**config.mk**
```make
export PLATFORM = sky130hd
export DESIGN_NAME = wb_nslave_decoder
export DESIGN_NICKNAME = d
export VERILOG_FILES = /design/src/rtl/wb_pkg.sv /design/src/rtl/wb_addr_match.sv /design/src/rtl/wb_nslave_decoder.sv
export SDC_FILE = /design/constraint.sdc
export NUM_CORES = 1
export LEC_CHECK = 0
export ABC_AREA = 1
export BUFFER_PORTS_ARGS = -buffer_cell sky130_fd_sc_hd__buf_4
export CAP_MARGIN = 30
export CORE_AREA = 4 4 192 194
export CTS_BUF_LIST = sky130_fd_sc_hd__clkbuf_4 sky130_fd_sc_hd__clkbuf_8
export DETAILED_ROUTE_END_ITERATION = 7
export DIE_AREA = 0 0 196 198
export PLACE_DENSITY = 0.6
export SETUP_SLACK_MARGIN = 0.5
export SYNTH_ARGS = -nofsm -noshare
export SYNTH_HDL_FRONTEND = slang
export SYNTH_HIERARCHICAL = 1
export SYNTH_SLANG_ARGS = --single-unit
```
**constraint.sdc**
```tcl
create_clock -name clk -period 2 [get_ports clk]
set_clock_uncertainty 0.2 [all_clocks]
set_input_delay 0.3 -clock clk [delete_from_list [all_inputs] [get_ports clk]]
set_output_delay 0.3 -clock clk [all_outputs]
set_load 0.01 [all_outputs]
```
**src/rtl/wb_pkg.sv**
```systemverilog
// Shared types and constants for the Wishbone N-slave decoder.
package wb_pkg;

    localparam int WB_AW = 32;
    localparam int WB_DW = 32;

    typedef enum logic [1:0] {
        IDLE   = 2'b00,
        ACTIVE = 2'b01,
        ERR    = 2'b10
    } wb_dec_state_e;

    localparam logic [1:0] WB_ERR_NONE     = 2'b00;
    localparam logic [1:0] WB_ERR_UNMAPPED = 2'b01;
    localparam logic [1:0] WB_ERR_SLAVE    = 2'b10;
    localparam logic [1:0] WB_ERR_TIMEOUT  = 2'b11;

    // Width of a slave index; a single slave still needs one bit.
    function automatic int wb_idx_width(input int n);
        return (n > 1) ? $clog2(n) : 1;
    endfunction

endpackage

```
**src/rtl/wb_addr_match.sv**
```systemverilog
// Combinational priority address decoder: lowest matching slave index wins.
module wb_addr_match
    import wb_pkg::*;
#(
    parameter int NUM_SLAVES = 8,
    parameter int AW         = WB_AW,
    parameter int IW         = wb_idx_width(NUM_SLAVES)
) (
    input  logic [AW-1:0]                  i_adr,
    input  logic [NUM_SLAVES-1:0][AW-1:0]  i_base,
    input  logic [NUM_SLAVES-1:0][AW-1:0]  i_mask,
    output logic                           o_hit,
    output logic [IW-1:0]                  o_idx
);

    // Scan from the highest index down so the lowest matching index is left in place
    always_comb begin
        o_hit = 1'b0;
        o_idx = '0;
        for (int k = NUM_SLAVES - 1; k >= 0; k--) begin
            if ((i_adr & i_mask[k]) == i_base[k]) begin
                o_hit = 1'b1;
                o_idx = IW'(k);
            end else begin
                o_hit = o_hit;
                o_idx = o_idx;
            end
        end
    end

endmodule

```
**src/rtl/wb_nslave_decoder.sv**
```systemverilog
// Single-master Wishbone classic router for NUM_SLAVES slaves with registered
// slave select, per-transfer timeout, unmapped-address error and a sticky
// first-error capture register.
module wb_nslave_decoder
    import wb_pkg::*;
#(
    parameter int                             NUM_SLAVES = 8,
    parameter int                             AW         = WB_AW,
    parameter int                             DW         = WB_DW,
    parameter logic [NUM_SLAVES-1:0][AW-1:0]  SLV_BASE   = '0,
    parameter logic [NUM_SLAVES-1:0][AW-1:0]  SLV_MASK   = '0,
    parameter int                             TIMEOUT    = 255
) (
    input  logic                           clk,
    input  logic                           reset_n,
    // master side
    input  logic [AW-1:0]                  m_adr_i,
    input  logic [DW-1:0]                  m_dat_i,
    input  logic [DW/8-1:0]                m_sel_i,
    input  logic                           m_we_i,
    input  logic                           m_cyc_i,
    input  logic                           m_stb_i,
    output logic [DW-1:0]                  m_dat_o,
    output logic                           m_ack_o,
    output logic                           m_err_o,
    // slave side
    output logic [AW-1:0]                  s_adr_o,
    output logic [DW-1:0]                  s_dat_o,
    output logic [DW/8-1:0]                s_sel_o,
    output logic                           s_we_o,
    output logic [NUM_SLAVES-1:0]          s_cyc_o,
    output logic [NUM_SLAVES-1:0]          s_stb_o,
    input  logic [NUM_SLAVES-1:0][DW-1:0]  s_dat_i,
    input  logic [NUM_SLAVES-1:0]          s_ack_i,
    input  logic [NUM_SLAVES-1:0]          s_err_i,
    // error capture
    output logic                           err_valid_o,
    output logic [AW-1:0]                  err_adr_o,
    output logic [1:0]                     err_cause_o,
    input  logic                           err_clr_i
);

    localparam int IW = wb_idx_width(NUM_SLAVES);
    localparam int CW = $clog2(TIMEOUT + 1);

    wb_dec_state_e           r_state;
    logic [IW-1:0]           r_idx;
    logic [CW-1:0]           r_cnt;
    logic                    r_err_valid;
    logic [AW-1:0]           r_err_adr;
    logic [1:0]              r_err_cause;

    logic                    w_hit;
    logic [IW-1:0]           w_idx;
    logic                    w_active;
    logic                    w_req;
    logic                    w_sel_ack;
    logic                    w_sel_err;
    logic [DW-1:0]           w_sel_dat;
    logic                    w_resp_ack;
    logic                    w_resp_err;
    logic                    w_cnt_last;
    logic                    w_timeout;
    logic                    w_unmapped;
    logic                    w_new_err;
    logic [1:0]              w_new_cause;
    logic [NUM_SLAVES-1:0]   w_sel_vec;

    wb_addr_match #(
        .NUM_SLAVES (NUM_SLAVES),
        .AW         (AW),
        .IW         (IW)
    ) u_match (
        .i_adr  (m_adr_i),
        .i_base (SLV_BASE),
        .i_mask (SLV_MASK),
        .o_hit  (w_hit),
        .o_idx  (w_idx)
    );

    // Address/data/select/we are broadcast; only cyc/stb are steered
    assign s_adr_o = m_adr_i;
    assign s_dat_o = m_dat_i;
    assign s_sel_o = m_sel_i;
    assign s_we_o  = m_we_i;

    assign w_active   = (r_state == ACTIVE);
    assign w_req      = m_cyc_i & m_stb_i;
    assign w_sel_ack  = s_ack_i[r_idx];
    assign w_sel_err  = s_err_i[r_idx];
    assign w_sel_dat  = s_dat_i[r_idx];
    assign w_cnt_last = (r_cnt == CW'(TIMEOUT - 1));

    // A dropped m_cyc_i aborts silently, so responses are masked by it; err beats ack
    assign w_resp_err = w_active & m_cyc_i & w_sel_err;
    assign w_resp_ack = w_active & m_cyc_i & w_sel_ack & ~w_sel_err;
    assign w_timeout  = w_active & m_cyc_i & ~w_sel_ack & ~w_sel_err & w_cnt_last;
    assign w_unmapped = (r_state == IDLE) & w_req & ~w_hit;
    assign w_new_err  = w_unmapped | w_resp_err | w_timeout;

    // Select the cause code of the error event occurring this cycle
    always_comb begin
        w_new_cause = WB_ERR_NONE;
        if (w_unmapped) begin
            w_new_cause = WB_ERR_UNMAPPED;
        end else if (w_resp_err) begin
            w_new_cause = WB_ERR_SLAVE;
        end else if (w_timeout) begin
            w_new_cause = WB_ERR_TIMEOUT;
        end else begin
            w_new_cause = WB_ERR_NONE;
        end
    end

    // One-hot slave select derived from the registered state and index
    always_comb begin
        w_sel_vec = '0;
        if (w_active) begin
            w_sel_vec = NUM_SLAVES'(1'b1) << r_idx;
        end else begin
            w_sel_vec = '0;
        end
    end

    assign s_cyc_o = w_sel_vec;
    assign s_stb_o = w_sel_vec;

    // Read data is only passed through while the transfer is being acked
    always_comb begin
        m_dat_o = '0;
        if (w_resp_ack) begin
            m_dat_o = w_sel_dat;
        end else begin
            m_dat_o = '0;
        end
    end

    assign m_ack_o = w_resp_ack;
    assign m_err_o = (r_state == ERR) | w_resp_err;

    // Transfer FSM: decode in IDLE, wait for response or timeout in ACTIVE, one-cycle ERR
    always_ff @(posedge clk or negedge reset_n) begin
        if (!reset_n) begin
            r_state <= IDLE;
            r_idx   <= '0;
            r_cnt   <= '0;
        end else begin
            case (r_state)
                IDLE: begin
                    r_cnt <= '0;
                    if (w_req) begin
                        if (w_hit) begin
                            r_state <= ACTIVE;
                            r_idx   <= w_idx;
                        end else begin
                            r_state <= ERR;
                        end
                    end else begin
                        r_state <= IDLE;
                    end
                end
                ACTIVE: begin
                    if (!m_cyc_i) begin
                        r_state <= IDLE;
                    end else if (w_sel_ack | w_sel_err) begin
                        r_state <= IDLE;
                    end else if (w_cnt_last) begin
                        r_state <= ERR;
                    end else begin
                        r_cnt <= r_cnt + CW'(1'b1);
                    end
                end
                ERR: begin
                    r_state <= IDLE;
                end
                default: begin
                    r_state <= IDLE;
                end
            endcase
        end
    end

    // Sticky capture of the first error; a clear pulse overrides a simultaneous error
    always_ff @(posedge clk or negedge reset_n) begin
        if (!reset_n) begin
            r_err_valid <= 1'b0;
            r_err_adr   <= '0;
            r_err_cause <= WB_ERR_NONE;
        end else if (err_clr_i) begin
            r_err_valid <= 1'b0;
            r_err_adr   <= '0;
            r_err_cause <= WB_ERR_NONE;
        end else if (w_new_err && !r_err_valid) begin
            r_err_valid <= 1'b1;
            r_err_adr   <= m_adr_i;
            r_err_cause <= w_new_cause;
        end else begin
            r_err_valid <= r_err_valid;
        end
    end

    assign err_valid_o = r_err_valid;
    assign err_adr_o   = r_err_adr;
    assign err_cause_o = r_err_cause;

endmodule

```
==> flow_summary.yaml <==
critical_path:
  timing.setup.critical_path_class: "flip-flop to primary output"
  worst_r2r_endpoint: "err_adr_o[29]"
  ff2ff_setup_slack_ns: -0.14
  cp_slowest_stage_delay_ns: 0.45
  crit_path_cell_trace: "buf_6 -> nand2_8 -> buf_12 -> buf_12 -> o22ai_1 -> o21ai_1 -> nand2_1 -> nor2_1 -> buf_4"
  timing.critical_path.to_type: "primary output"
  cp-startpoint: "r_idx[0]"
  critPathSlowestCell: "sky130_fd_sc_hd__dfrtp_2"
  data_arrival_time_of_the_worst_path_ns: 2.04
  worst_r2r_path_depth: 14
  crit_path_max_fanout: 12
  critical_path.most_common_cell: "sky130_fd_sc_hd__buf_12"
  cpLargestDelayFamily: "buffers and inverters"
  r2r_start: "r_idx[0]"
  worstPathRequired_ns: 1.50
  buffers_plus_inverters_on_the_worst_setup_path: 4
  cp_launch_type: "flip-flop"
pwr:
  power.ir.vdd_worst_mv: 0.259
  power.density_nw_per_um2: 236
  p_leak_nw: 9.19
global_routing:
  wire_length_of_the_first_global_routing_pass_um: 75100
  grt_antenna_before_repair: 3
  gr-usage-all-layers_pct: 25.6
  grt_pass1_vias: 12200
  grt_overflow_total: 0
  pin_count_of_the_biggest_net_entering_global_routing: 49
route:
  routed_wirelength_um: 53300
  route.detailed.drc: 0
  avgViaCountPerCell: 4.20
  dr_total_vias: 13200
  ant_nets: 0
  drtPass1Iterations: 5
  wire_length_per_cell_after_detailed_routing_um: 17.0
  dr.first_iter.drc_count: 511
yosys:
  yosys.cell_types.count: 38
  synth.top_cell.area_share_pct: 22.9
  synth_ff_type: "sky130_fd_sc_hd__dfrtp_1"
  synth_seq_area_share_pct: 12.5
  synth-edff-count: 0
  synthesized_cell_area_um2: 9600
  synth_warnings: 6
  synth_area_leader_cell: "sky130_fd_sc_hd__nand2_1"
  async_flop_share_pct: 100
  ys_ff_latch: 48
  synth_area_leaders: "sky130_fd_sc_hd__nand2_1, sky130_fd_sc_hd__dfrtp_1, sky130_fd_sc_hd__o22ai_1"
  netlist_instances: 1629
  synth_area_per_cell_um2: 5.89
finish:
  most-common-layout-cells: "sky130_fd_sc_hd__conb_1, sky130_fd_sc_hd__nand2_1, sky130_fd_sc_hd__buf_4"
  final_net_count: 3014
  drive_gt1_share_pct: 24.2
  layout_commonest_cell: "sky130_fd_sc_hd__conb_1"
  syn2layout_area_growth_pct: 71.8
  postLayoutCoreUtil_pct: 46.8
  layoutNonFillerInstCount: 3131
  postLayoutCellArea_um2: 16500
timing:
  report.final.slew_viol_count: 0
  finalCriticalPeriod_ns: 2.54
  setup_viol_count_final: 77
  setup_tns_ns: -19.57
  layout_worst_path_cycle_share_pct: 127
  max-slew-margin-rel_pct: 53.0
  layout_setup_ws_ns: -0.536
  maxClockFrequency_mhz: 394
  worst_pin_slew_ns: 0.706
  final_count_of_hold_timing_violations: 0
  unrepaired_setup_endpoints_after_global_routing: "true"
die:
  boundary_pin_count: 500
  floorplan.rows: 69
  design.core.area_um2: 35200
  die-area_um2: 38800
  start_util_pct: 27.2
  chipWidth_um: 196
  floorplan.die.height_um: 198
placement:
  place_ws_ns: -0.269
  io_buffer_count: 425
  placement.cell_area_um2: 15600
  hpwlAfterDp_um: 44900
  gpl.final_weighted_congestion: 1.01
  dpl.cell_count: 3099
worst_hold_path:
  worstHoldEndpoint: "err_adr_o[8]"
  worst_hold_path_type: "primary input to flip-flop"
  min-delay-start: "m_adr_i[8]"
  timing.hold.worst_path_depth: 3
clock_tree:
  clkTransAtPathRegs_ns: 0.10
  total_clock_buffers_created_by_cts: 5
  ctsRootBufferMaster: "sky130_fd_sc_hd__clkbuf_8"
  cts_num_sinks: 48
  clock_insertion_delay_worst_skew_ns: 0.34
  clock_path_buffers: 2
  htree_num_levels: 2
  tritoncts: "yes"
outcome:
  violated_checks: "negative setup slack"
  outcome: "complete, but fails checks"
job:
  max_cap_violations: 0
==> tightest hold or removal path, cell delays in order <==
cell and delay, ns:
sky130_fd_sc_hd__buf_4 0.16, sky130_fd_sc_hd__nand4_1 0.10, sky130_fd_sc_hd__nand2_1 0.05
==> power breakdown <==
| part | leakage, nW | internal (mW) | total (mW) | switching (mW) |
|---|---|---|---|---|
| clock network | 0.0516 | 0.284 | 0.698 | 0.414 |
| logic | 8.50 | 1.01 | 2.17 | 1.16 |
| registers | 0.640 | 1.00 | 1.03 | 0.0269 |
| total | 9.19 | 2.30 | 3.89 | 1.60 |
==> how the worst max path moves through the flow <==
stage	to	cells past startpoint
2_1_floorplan	m_dat_o[10]	10
3_3_place_gp	m_dat_o[24]	8
3_5_place_dp	m_dat_o[24]	8
4_1_cts	m_dat_o[12]	9
5_1_grt	m_dat_o[16]	8
6_report	m_dat_o[7]	9
==> state kept, by name (all words and copies together) (netlist names) <==
register,cells
err_adr_o,32
r_cnt,8
r_idx,3
err_cause_o,2
r_state,2
err_valid_o,1
==> synth_stat cells (2+ instances only) <==
cell	instances
sky130_fd_sc_hd__xor2_1	72
sky130_fd_sc_hd__ha_1	2
sky130_fd_sc_hd__clkbuf_1	20
sky130_fd_sc_hd__o21ai_0	68
sky130_fd_sc_hd__buf_4	98
sky130_fd_sc_hd__or2_0	12
sky130_fd_sc_hd__dfrtp_1	48
sky130_fd_sc_hd__nand3_1	107
sky130_fd_sc_hd__nor2_1	113
sky130_fd_sc_hd__nand2_4	2
sky130_fd_sc_hd__nand2_1	585
sky130_fd_sc_hd__buf_6	20
sky130_fd_sc_hd__buf_2	24
sky130_fd_sc_hd__inv_2	2
sky130_fd_sc_hd__o22ai_1	128
sky130_fd_sc_hd__xnor2_1	91
sky130_fd_sc_hd__nand3_2	10
sky130_fd_sc_hd__nor3_1	24
sky130_fd_sc_hd__inv_1	58
sky130_fd_sc_hd__o21ai_1	9
sky130_fd_sc_hd__buf_1	4
sky130_fd_sc_hd__or2_2	14
sky130_fd_sc_hd__or2_1	4
sky130_fd_sc_hd__nand3b_1	30
sky130_fd_sc_hd__a21oi_1	4
sky130_fd_sc_hd__nor4_1	4
sky130_fd_sc_hd__clkinv_1	2
sky130_fd_sc_hd__nor3_2	3
sky130_fd_sc_hd__nand4_2	2
sky130_fd_sc_hd__nand2_2	8
sky130_fd_sc_hd__nand4_1	54
==> final cells by class <==
type	instances	area [um2]
fill	3739	18700
multi-input combinational	2028	9950
timing repair buffer	521	4400
sequential	48	1210
tap	461	577
inverter	62	248
clock buffer	6	82.6
clock inverter	2	13.8
antenna	3	7.51
==> repair_timing <==
action,CTS,global route
resized for setup,57,98
cloned,0,9
buffers inserted,8,3
endpoints found under the hold margin,48,0
pin swaps,3,9
hold buffers,1,0
setup endpoints to repair,97,96
==> kinds of logic (layout without fill, tap and decap cells) <==
group,count (synthesis),in the layout,share of synthesized area (%)
buf+inv,228,591,14.6
compound gates,212,212,12.9
simple gates,975,975,44.8
flops,48,48,12.5
other cells,1,679,0.0391
xor+xnor,163,163,14.9
fa+ha+maj,2,2,0.261
==> metal layers <==
layer / vias up / track usage [%] / share of wire [%]
li1: 6724 / - / -
met5: - / 0 / 0
met3: 48 / 6.72 / 8.0
met1: 5961 / 32.2 / 41
met2: 419 / 44.8 / 49
met4: 0 / 4.50 / 1.7
==> through the flow <==
step	hold slack [ns]	power, mW
6_report	0.106	3.89
5_1_grt	0.0988	4.20
4_1_cts	0.0949	3.76
3_5_place_dp	0.192	3.05
3_3_place_gp	0.181	3.05
2_1_floorplan	-0.196	2.32
No activity file was read; power rests on OpenSTA's default activity.
